**config.mk**
```make
export PLATFORM = sky130hd
export DESIGN_NAME = hbridge_coil_array
export DESIGN_NICKNAME = d
export VERILOG_FILES = /design/src/rtl/coil_model_pkg.sv /design/src/rtl/hbridge_coil_channel.sv /design/src/rtl/hbridge_coil_array.sv
export SDC_FILE = /design/constraint.sdc
export NUM_CORES = 1
export LEC_CHECK = 0
export CAP_MARGIN = 5
export CELL_PAD_IN_SITES_DETAIL_PLACEMENT = 1
export CELL_PAD_IN_SITES_GLOBAL_PLACEMENT = 2
export CORE_UTILIZATION = 34
export DETAILED_ROUTE_END_ITERATION = 10
export DONT_BUFFER_PORTS = 1
export GPL_ROUTABILITY_DRIVEN = 0
export HOLD_SLACK_MARGIN = 0.15
export PLACE_DENSITY = 0.84
export SLEW_MARGIN = 30
export SYNTH_ARGS = -nofsm -noshare
export SYNTH_HDL_FRONTEND = slang
export SYNTH_SLANG_ARGS = --single-unit
```
**constraint.sdc**
```tcl
create_clock -name clk -period 11.4 [get_ports clk]
set_input_delay 2.28 -clock clk [delete_from_list [all_inputs] [get_ports clk]]
set_output_delay 2.28 -clock clk [all_outputs]
set_load 0.01 [all_outputs]
```
**src/rtl/coil_model_pkg.sv**
```systemverilog
// coil_model_pkg: drive-state encoding and integrator helpers shared by the coil plant model
package coil_model_pkg;
  typedef enum logic [2:0] {DS_SHOOT, DS_POS, DS_NEG, DS_SLOW, DS_FAST} drive_t;
  localparam int MIN_STEP = 1;
  function automatic int sat(input int v, input int m);
    return v > m ? m : v < -m ? -m : v;
  endfunction
  // A zero decay step on a nonzero current is bumped to one LSB so decay always reaches zero
  function automatic int decay_step(input int i, input int d);
    return (d == 0 && i != 0) ? (i > 0 ? MIN_STEP : -MIN_STEP) : d;
  endfunction
endpackage

```
**src/rtl/hbridge_coil_channel.sv**
```systemverilog
// hbridge_coil_channel: one H-bridge with gate decoder, current integrator, comparator and dead-time check
module hbridge_coil_channel
  import coil_model_pkg::*;
#(
  parameter int CUR_W      = 13,
  parameter int IMAX       = 4095,
  parameter int RISE_SHIFT = 4,
  parameter int SLOW_SHIFT = 6,
  parameter int FAST_SHIFT = 3,
  parameter int DEADTIME   = 4,
  parameter int HYST       = 0
) (
  input  logic                    clk,
  input  logic                    reset,
  input  logic                    tick,
  input  logic                    clear_faults,
  input  logic                    low_1,
  input  logic                    high_1,
  input  logic                    low_2,
  input  logic                    high_2,
  input  logic                    polarity_invert,
  input  logic [11:0]             target,
  output logic signed [CUR_W-1:0] current,
  output logic                    cmp,
  output logic                    shoot_through,
  output logic                    deadtime_err
);
  localparam int W  = CUR_W + 2;
  localparam int DW = DEADTIME > 0 ? $clog2(DEADTIME + 1) : 1;
  drive_t ds;
  logic signed [W-1:0] i_q, i_nxt, rise_p, rise_n, dec_s, dec_f, step;
  logic [W-1:0] mag, lo;
  logic [1:0] hs, ls, hs_q, ls_q, fell_hi, viol;
  logic [DW-1:0] cnt [2];
  always_comb begin
    hs = {high_2, high_1};
    ls = {low_2, low_1};
    ds = ((high_1 & low_1) | (high_2 & low_2)) ? DS_SHOOT :
         (high_1 & low_2) ? DS_POS :
         (high_2 & low_1) ? DS_NEG :
         ((low_1 & low_2) | (high_1 & high_2)) ? DS_SLOW : DS_FAST;
    rise_p = (W'(IMAX) - i_q) >>> RISE_SHIFT;
    rise_n = (-W'(IMAX) - i_q) >>> RISE_SHIFT;
    dec_s = -W'(decay_step(int'(i_q), int'(i_q >>> SLOW_SHIFT)));
    dec_f = -W'(decay_step(int'(i_q), int'(i_q >>> FAST_SHIFT)));
    step = ds == DS_POS ? rise_p : ds == DS_NEG ? rise_n :
           ds == DS_SLOW ? dec_s : ds == DS_FAST ? dec_f : W'(0);
    i_nxt = tick ? W'(sat(int'(i_q + step), IMAX)) : i_q;
    mag = i_q[W-1] ? -i_q : i_q;
    lo = W'(target) > W'(HYST) ? W'(target) - W'(HYST) : '0;
    viol = '0;
    // A violation is the opposite switch of the one that fell turning on inside the dead-time window
    for (int l = 0; l < 2; l++)
      viol[l] = cnt[l] != '0 && (fell_hi[l] ? (ls[l] & ~ls_q[l]) : (hs[l] & ~hs_q[l]));
  end
  always_ff @(posedge clk or posedge reset) begin
    if (reset) begin
      i_q <= '0;
      current <= '0;
      cmp <= 1'b0;
      shoot_through <= 1'b0;
      deadtime_err <= 1'b0;
      hs_q <= '0;
      ls_q <= '0;
      fell_hi <= '0;
      cnt[0] <= '0;
      cnt[1] <= '0;
    end else begin
      i_q <= i_nxt;
      current <= CUR_W'(polarity_invert ? -i_nxt : i_nxt);
      cmp <= mag >= W'(target) ? 1'b1 : mag < lo ? 1'b0 : cmp;
      shoot_through <= ds == DS_SHOOT || (shoot_through && !clear_faults);
      deadtime_err <= |viol || (deadtime_err && !clear_faults);
      hs_q <= hs;
      ls_q <= ls;
      for (int l = 0; l < 2; l++)
        if ((hs_q[l] & ~hs[l]) | (ls_q[l] & ~ls[l])) begin
          cnt[l] <= DW'(DEADTIME);
          fell_hi[l] <= hs_q[l] & ~hs[l];
        end else if (cnt[l] != '0)
          cnt[l] <= cnt[l] - 1'b1;
    end
  end
endmodule

```
**src/rtl/hbridge_coil_array.sv**
```systemverilog
// hbridge_coil_array: N-channel H-bridge coil plant with shared integration tick and sticky fault flags
module hbridge_coil_array #(
  parameter int NCH        = 2,
  parameter int CUR_W      = 13,
  parameter int IMAX       = 4095,
  parameter int RISE_SHIFT = 4,
  parameter int SLOW_SHIFT = 6,
  parameter int FAST_SHIFT = 3,
  parameter int TICK_DIV   = 1,
  parameter int DEADTIME   = 4,
  parameter int HYST       = 0
) (
  input  logic                 clk,
  input  logic                 reset,
  input  logic [NCH-1:0]       low_1,
  input  logic [NCH-1:0]       high_1,
  input  logic [NCH-1:0]       low_2,
  input  logic [NCH-1:0]       high_2,
  input  logic [NCH-1:0]       polarity_invert,
  input  logic [NCH*12-1:0]    target,
  input  logic                 clear_faults,
  output logic [NCH*CUR_W-1:0] current,
  output logic [NCH-1:0]       cmp,
  output logic [NCH-1:0]       shoot_through,
  output logic [NCH-1:0]       deadtime_err
);
  localparam int PW = TICK_DIV > 1 ? $clog2(TICK_DIV) : 1;
  logic [PW-1:0] pre;
  logic tick;
  always_comb tick = pre == PW'(TICK_DIV - 1);
  always_ff @(posedge clk or posedge reset) begin
    if (reset) pre <= '0;
    else pre <= tick ? '0 : pre + 1'b1;
  end
  for (genvar g = 0; g < NCH; g++) begin : g_ch
    hbridge_coil_channel #(
      .CUR_W(CUR_W), .IMAX(IMAX), .RISE_SHIFT(RISE_SHIFT), .SLOW_SHIFT(SLOW_SHIFT),
      .FAST_SHIFT(FAST_SHIFT), .DEADTIME(DEADTIME), .HYST(HYST)
    ) u_ch (
      .clk(clk),
      .reset(reset),
      .tick(tick),
      .clear_faults(clear_faults),
      .low_1(low_1[g]),
      .high_1(high_1[g]),
      .low_2(low_2[g]),
      .high_2(high_2[g]),
      .polarity_invert(polarity_invert[g]),
      .target(target[g*12 +: 12]),
      .current(current[g*CUR_W +: CUR_W]),
      .cmp(cmp[g]),
      .shoot_through(shoot_through[g]),
      .deadtime_err(deadtime_err[g])
    );
  end
endmodule
```
; ---- Word-level counts from Yosys, hierarchy flattened
; Cells that the tools add are included.
[classes]
add_sub_neg = 19
n_lt_le_gt_ge = 12
eq_ne = 8
mux = 51
n_bitwise = 52
n_reduce_logical = 37
[ops]
columns = operator, n
row1 = $mux W15, 22
row2 = $logic_not A32 Y1, 4
row3 = $neg A15 Y15, 6
row4 = $reduce_bool A32 Y1, 2
row5 = $sub A13 B15 Y15 const A, 4
row6 = $mux W3, 16
row7 = $add A15 B15 Y16, 2
row8 = $gt A16 B13 Y1 const B, 2
row9 = $lt A16 B13 Y1 const B, 2
row10 = $ge A15 B12 Y1, 2
row11 = $gt A15 B1 Y1 const B, 2
row12 = $lt A15 B15 Y1, 2
row13 = $and A1 B1 Y1, 28
row14 = $mux W13, 2
row15 = $neg A13 Y13, 2
row16 = $gt A12 B1 Y1 const B, 2
row17 = $mux W12, 2
row18 = $not A1 Y1, 16
row19 = $eq A3 B2 Y1 const B, 4
row20 = $logic_and A1 B1 Y1, 12
row21 = $reduce_bool A2 Y1, 6
row22 = $reduce_bool A3 Y1, 4
row23 = $sub A3 B1 Y3 const B, 4
row24 = $mux W1, 9
row25 = 8 further kinds, 22
[totals]
register_bits = 87
word_cells = 202

; ---- Logic depth before layout (Yosys ltp)
[logic_depth]
word_depth = 18
mapped_depth = 33
depth_no_buf = 31

; ---- Cells and area by module
; A second synthesis with hierarchy kept.
[hier_totals]
cells_unflattened = 1215
area_unflattened_um2 = 9596.7
[by_module_without_submodules]
columns = module, n_inst, cells_each, area_each_um2, seq_area_each_um2
row1 = hbridge_coil_channel at g_ch[1].u_ch, 1, 623, 4894.7, 1051.0
row2 = hbridge_coil_channel at g_ch[0].u_ch, 1, 591, 4698.3, 1051.0
row3 = hbridge_coil_array, 1, 1, 3.8, 0.0

; ---- Least setup slack after synthesis
; No wires, ideal clock.
[synth_timing]
path_kind = input -> register
start = input port low_2[0]
end = register g_ch[0].u_ch.current[12]
setup_ns = 0.121
arrival_ns = 7.102
slack_ns = 4.177
stages = 26
cell_sequence = clkbuf_1 maj3_1 o22a_1 clkbuf_1 o22ai_1 nor3_1 a21oi_1 ha_1 fa_1 a211oi_2 o21ai_1 a41oi_2 xor2_2 nand4_1 or2_1 a21oi_4 buf_6 or3_1 inv_1 ha_1 nand3_1 and3b_1 and3_1 a221oi_2 a31oi_1 o22a_1
[synth_between]
elab_chain_len = 18
[synth_lines]
columns = item, line_no
row1 = start: declaration, hbridge_coil_array.sv:17  ; input logic [NCH-1:0] low_2,
row2 = $and A1 B1 Y1, hbridge_coil_channel.sv:41  ; ((low_1 & low_2) | (high_1 & high_2)) ? DS_SLOW : DS_FAST;
row3 = $or A1 B1 Y1, hbridge_coil_channel.sv:41
row4 = $mux W3, hbridge_coil_channel.sv:41
row5 = $mux W3, hbridge_coil_channel.sv:40  ; (high_2 & low_1) ? DS_NEG :
row6 = $mux W3, hbridge_coil_channel.sv:39  ; (high_1 & low_2) ? DS_POS :
row7 = $mux W3 *, hbridge_coil_channel.sv:38  ; ds = ((high_1 & low_1) | (high_2 & low_2)) ? DS_SHOOT :
row8 = $eq A3 B3 Y1, hbridge_coil_channel.sv:47  ; ds == DS_SLOW ? dec_s : ds == DS_FAST ? dec_f : W'(0);
row9 = $mux W15 (2 in series), hbridge_coil_channel.sv:47
row10 = (+2 left out), -
row11 = $add A15 B15 Y16 *, hbridge_coil_channel.sv:48  ; i_nxt = tick ? W'(sat(int'(i_q + step), IMAX)) : i_q;
row12 = $lt A16 B13 Y1, coil_model_pkg.sv:6  ; return v > m ? m : v < -m ? -m : v;
row13 = $mux W15, coil_model_pkg.sv:6
row14 = $mux W15 *, coil_model_pkg.sv:6
row15 = $mux W15 *, hbridge_coil_channel.sv:48
row16 = named net g_ch[0].u_ch.i_nxt[0], hbridge_coil_channel.sv:31  ; logic signed [W-1:0] i_q, i_nxt, rise_p, rise_n, dec_s, dec_f, step;
row17 = $neg A13 Y13 *, hbridge_coil_channel.sv:70  ; current <= CUR_W'(polarity_invert ? -i_nxt : i_nxt);
row18 = $mux W13 *, hbridge_coil_channel.sv:70
row19 = end signal: assignment, hbridge_coil_channel.sv:70
row20 = end: declaration, hbridge_coil_channel.sv:23  ; output logic signed [CUR_W-1:0] current,
; The timed path passes the listed nets; every way through them passes the cells marked *.
; A chain may end at the register's enable or synchronous reset.

; ---- Worst setup path in the final report
[layout_timing]
start = register g_ch[0].u_ch.i_q[6]
end = register g_ch[0].u_ch.current[10]
[layout_between]
elab_chain_len = 15
[layout_lines]
columns = item, line_no
row1 = start: declaration, hbridge_coil_channel.sv:31
row2 = start signal: assignment, hbridge_coil_channel.sv:69  ; i_q <= i_nxt;
row3 = $gt A15 B1 Y1 (tied with other cells), coil_model_pkg.sv:10  ; return (d == 0 && i != 0) ? (i > 0 ? MIN_STEP : -MIN_STEP) : d;
row4 = $mux W15 / $logic_and A1 B1 Y1 (equally long branches), coil_model_pkg.sv:10
row5 = $mux W15, coil_model_pkg.sv:10
row6 = $neg A15 Y15, hbridge_coil_channel.sv:45  ; dec_f = -W'(decay_step(int'(i_q), int'(i_q >>> FAST_SHIFT)));
row7 = $mux W15 (2 in series), hbridge_coil_channel.sv:47
row8 = $mux W15 (2 in series), hbridge_coil_channel.sv:46  ; step = ds == DS_POS ? rise_p : ds == DS_NEG ? rise_n :
row9 = $add A15 B15 Y16 *, hbridge_coil_channel.sv:48
row10 = $lt A16 B13 Y1, coil_model_pkg.sv:6
row11 = $mux W15, coil_model_pkg.sv:6
row12 = $mux W15 *, coil_model_pkg.sv:6
row13 = $mux W15 *, hbridge_coil_channel.sv:48
row14 = named net g_ch[0].u_ch.i_nxt[0], hbridge_coil_channel.sv:31
row15 = $neg A13 Y13 *, hbridge_coil_channel.sv:70
row16 = $mux W13 *, hbridge_coil_channel.sv:70
; Marks and branches as above.

==> impl_metrics.env <==
export IMPL_outcome="finished with violations"
export IMPL_violations="design-rule violations"
export IMPL_critPathArrivalTime_ns=8.17
export IMPL_hold_viol=0
export IMPL_nNetsFinal=1261
export IMPL_dieArea_um2=27370
export IMPL_cp_max_fo=23
export IMPL_powerDensity_nw_per_um2=351.6
export IMPL_synth_fp_nets=1303
export IMPL_die_h_um=165.4
export IMPL_yosys_warnings=0
export IMPL_rsz0062_at_grt="no"
export IMPL_drv_slew=0
export IMPL_syn_avg_cell_area_um2=7.803
export IMPL_synthCells=1164
export IMPL_wl_mm=26.73
export IMPL_yosys_top_cells_area="dfrtp_1 (23%), ha_1 (14%), xnor2_1 (5.9%), o21ai_0 (5.8%), a21oi_1 (4.4%)"
export IMPL_cts_resized=0
export IMPL_fin_setup_tns_ns=0
export IMPL_synth_ff_type="dfrtp_1"
export IMPL_layout_min_cycle_time_ns=7.910
export IMPL_critPathKind="reg -> reg"
export IMPL_hpwl_mm=20.96
export IMPL_relSlewSlack_pct=44.74
export IMPL_path_clk_slew_ns=0.07
export IMPL_final_cell_mix="o21ai_0 (105), nand2_1 (103), ha_1 (100)"
export IMPL_multi_input_area_um2=6344
export IMPL_fin_crit_sh_pct=69.38
export IMPL_final_common_cell="o21ai_0"
export IMPL_coreArea_um2=26130
export IMPL_insertion_delay_ns=0.35
export IMPL_post_cts_setup_buffers=0
export IMPL_finalSetupViolCount=0
export IMPL_synth_seq_cells=84
export IMPL_hold_path_class="reg -> reg"
export IMPL_cts_buffers=9
export IMPL_syn2layout_area_growth_pct=5.538
export IMPL_p_leak_uw=0.004141
export IMPL_cts_buffer_depth=2
export IMPL_ys_seq_area_share_pct=23.14
export IMPL_max_stage_delay_ns=0.70
export IMPL_start_util_pct=34.76
export IMPL_cap_violations=0
export IMPL_overflow=0
export IMPL_io_pins=69
export IMPL_antenna_found_initial=0
export IMPL_num_vias=8248
export IMPL_grt_max_degree=66
export IMPL_irDropWorstVdd_v=0.0001923
export IMPL_drt_iter0_drc=372
export IMPL_cts_root_buf="clkbuf_16"
export IMPL_dp_cells=1446
export IMPL_max_freq_mhz=126.4
export IMPL_htree_levels=3
export IMPL_wl_per_cell_um=18.28
export IMPL_finalClockSkew_ns=0.01272
export IMPL_first_global_vias=8363
export IMPL_fp_dieW_um=165.4
export IMPL_regArea_um2=2102
export IMPL_end_kind="flop"
export IMPL_synth_area_leader_cell="dfrtp_1"
export IMPL_num_rows=59
export IMPL_drt_vias_per_instance=5.642
export IMPL_port_buffers=0
export IMPL_drc_errors=12
export IMPL_cts_sinks=84
export IMPL_synth_edff_count=0
export IMPL_diodes=0
export IMPL_cts_tree="yes"
export IMPL_drt_pass1_iter_count=8
export IMPL_worstSetupStartpointType="flop"
export IMPL_ant_nets=0
export IMPL_grt_util_all_layers_pct=20.29
export IMPL_fin_cells=1462
export IMPL_yosys_cell_types_count=98
export IMPL_n_fill_cell=3186
export IMPL_critical_path_required_ns=11.66
export IMPL_async_flop_share_pct=100.0
export IMPL_slowest_stage="or4_1"
export IMPL_holdBufCountCts=0
export IMPL_drive_above_1_share_pct=4.791
export IMPL_grt_pass1_wl_mm=43.99
export IMPL_syn_area_um2=9082
export IMPL_yosys_area_top_type_share_pct=23.14
export IMPL_worst_pin_slew_ns=0.8290
-- worst max-delay path, delay by kind of cell (launching register included) --
kind / cells / cell delay, ns
AND/OR/NAND/NOR: 15 / 3.52
AO/OA/AOI/OAI: 9 / 2.39
adder cells (fa/ha/maj): 3 / 0.81
flip-flops: 1 / 0.57
XOR/XNOR: 2 / 0.47
buffers and inverters: 1 / 0.05
-- flip-flops by register name (all words and copies together), names as in the netlist --
name / count
g_ch.u_ch.current: 26
g_ch.u_ch.shoot_through: 2
g_ch.u_ch.i_q: 28
g_ch.u_ch.deadtime_err: 2
g_ch.u_ch.fell_hi: 4
g_ch.u_ch.cmp: 2
g_ch.u_ch.ls_q: 4
g_ch.u_ch.cnt: 12
g_ch.u_ch.hs_q: 4
-- layout make-up --
cell class                      instances  area share [%]
Clock inverter                          7          0.8746
Timing Repair Buffer                    4          0.3524
Inverter                              100           3.942
Tap cell                              335           4.373
Multi-Input combinational cell        923           66.18
Sequential cell                        84           21.93
Clock buffer                            9           2.350
-- cell families (layout without fill, tap and decap cells) --
group                      count (synthesis)  in the layout  share of synthesized area, %
and+or+nand+nor                          373            373                         21.23
AOI/OAI and AO/OA                        355            355                         25.18
buffers and inverters                    157            120                         7.081
adders and majority gates                103            103                         14.33
xor gates and xnor gates                  88             88                         8.569
DFF                                       84             84                         23.14
muxes                                      4              4                        0.4684
-- path summary, 6_finish.rpt --
| path | startpoint | end | slack, ns | cells after the start |
|---|---|---|---|---|
| worst max-delay path | g_ch[0].u_ch.i_q[6] | g_ch[0].u_ch.current[10] | 3.49 | 30 |
| worst min-delay path | g_ch[1].u_ch.hs_q[0] | g_ch[1].u_ch.fell_hi[0] | 0.50 | 2 |
| worst max register to register | g_ch[0].u_ch.i_q[6] | g_ch[0].u_ch.current[10] | 3.49 | 30 |
| worst min register to register | g_ch[1].u_ch.hs_q[0] | g_ch[1].u_ch.fell_hi[0] | 0.50 | 2 |
| max in group asynchronous | reset | g_ch[1].u_ch.current[5] | 8.77 | 2 |
| min in group asynchronous | reset | g_ch[1].u_ch.fell_hi[1] | 1.75 | 1 |
-- metrics by stage --
step	hold WS [ns]	power (uW)	setup WS (ns)	utilization [%]	instance area (um2)
floorplan	0.4568	2458	4.177	-	9082
global placement	0.4723	3003	3.704	35.48	9273
detailed placement	0.4863	3041	3.543	35.48	9273
CTS	0.5046	3390	3.551	36.67	9582
global route	0.5279	3732	2.945	36.68	9585
finish	0.4976	3370	3.490	36.68	9585
-- report_power, final --
group | leakage [uW] | switching, uW | internal, uW
sequential | 0.000950 | 239 | 439
combinational | 0.00304 | 1470 | 906
clock | 0.000149 | 140 | 174
total | 0.00414 | 1850 | 1520
-- layer usage --
metal | routed length (um) | vias to the layer above | track usage [%]
met4 | 310 | 0 | 4.380
met1 | 13220 | 4022 | 28.83
met5 | 0 | - | 0
met2 | 11950 | 156 | 31.97
li1 | - | 4051 | -
met3 | 1242 | 19 | 3.372
-- cell usage after synthesis (4+ instances only) --
cell and count:
o2111ai_1 4, nor2_1 91, nor3_1 23, nand2b_1 32, buf_2 9, dfrtp_1 84
buf_4 9, or3_1 10, a32oi_1 5, o22ai_1 8, a21o_1 18, nor3b_1 5
xor2_1 26, nor4_1 5, clkbuf_1 32, inv_1 98, a22oi_1 8, o21a_1 7
and2_1 5, nand3_1 23, nand2_1 103, a31oi_1 12, o21ai_1 14, buf_1 5
a211oi_1 9, o31ai_1 4, nand3b_1 11, a21oi_2 4, o221ai_1 5, ha_1 100
a221oi_1 7, and3_1 10, o211ai_1 16, o21ai_0 105, xnor2_1 61, nor2b_1 12
a21oi_1 79, nand4_1 10, or4_1 4, o31a_1 4
No activity file was read; power rests on OpenSTA's default activity.
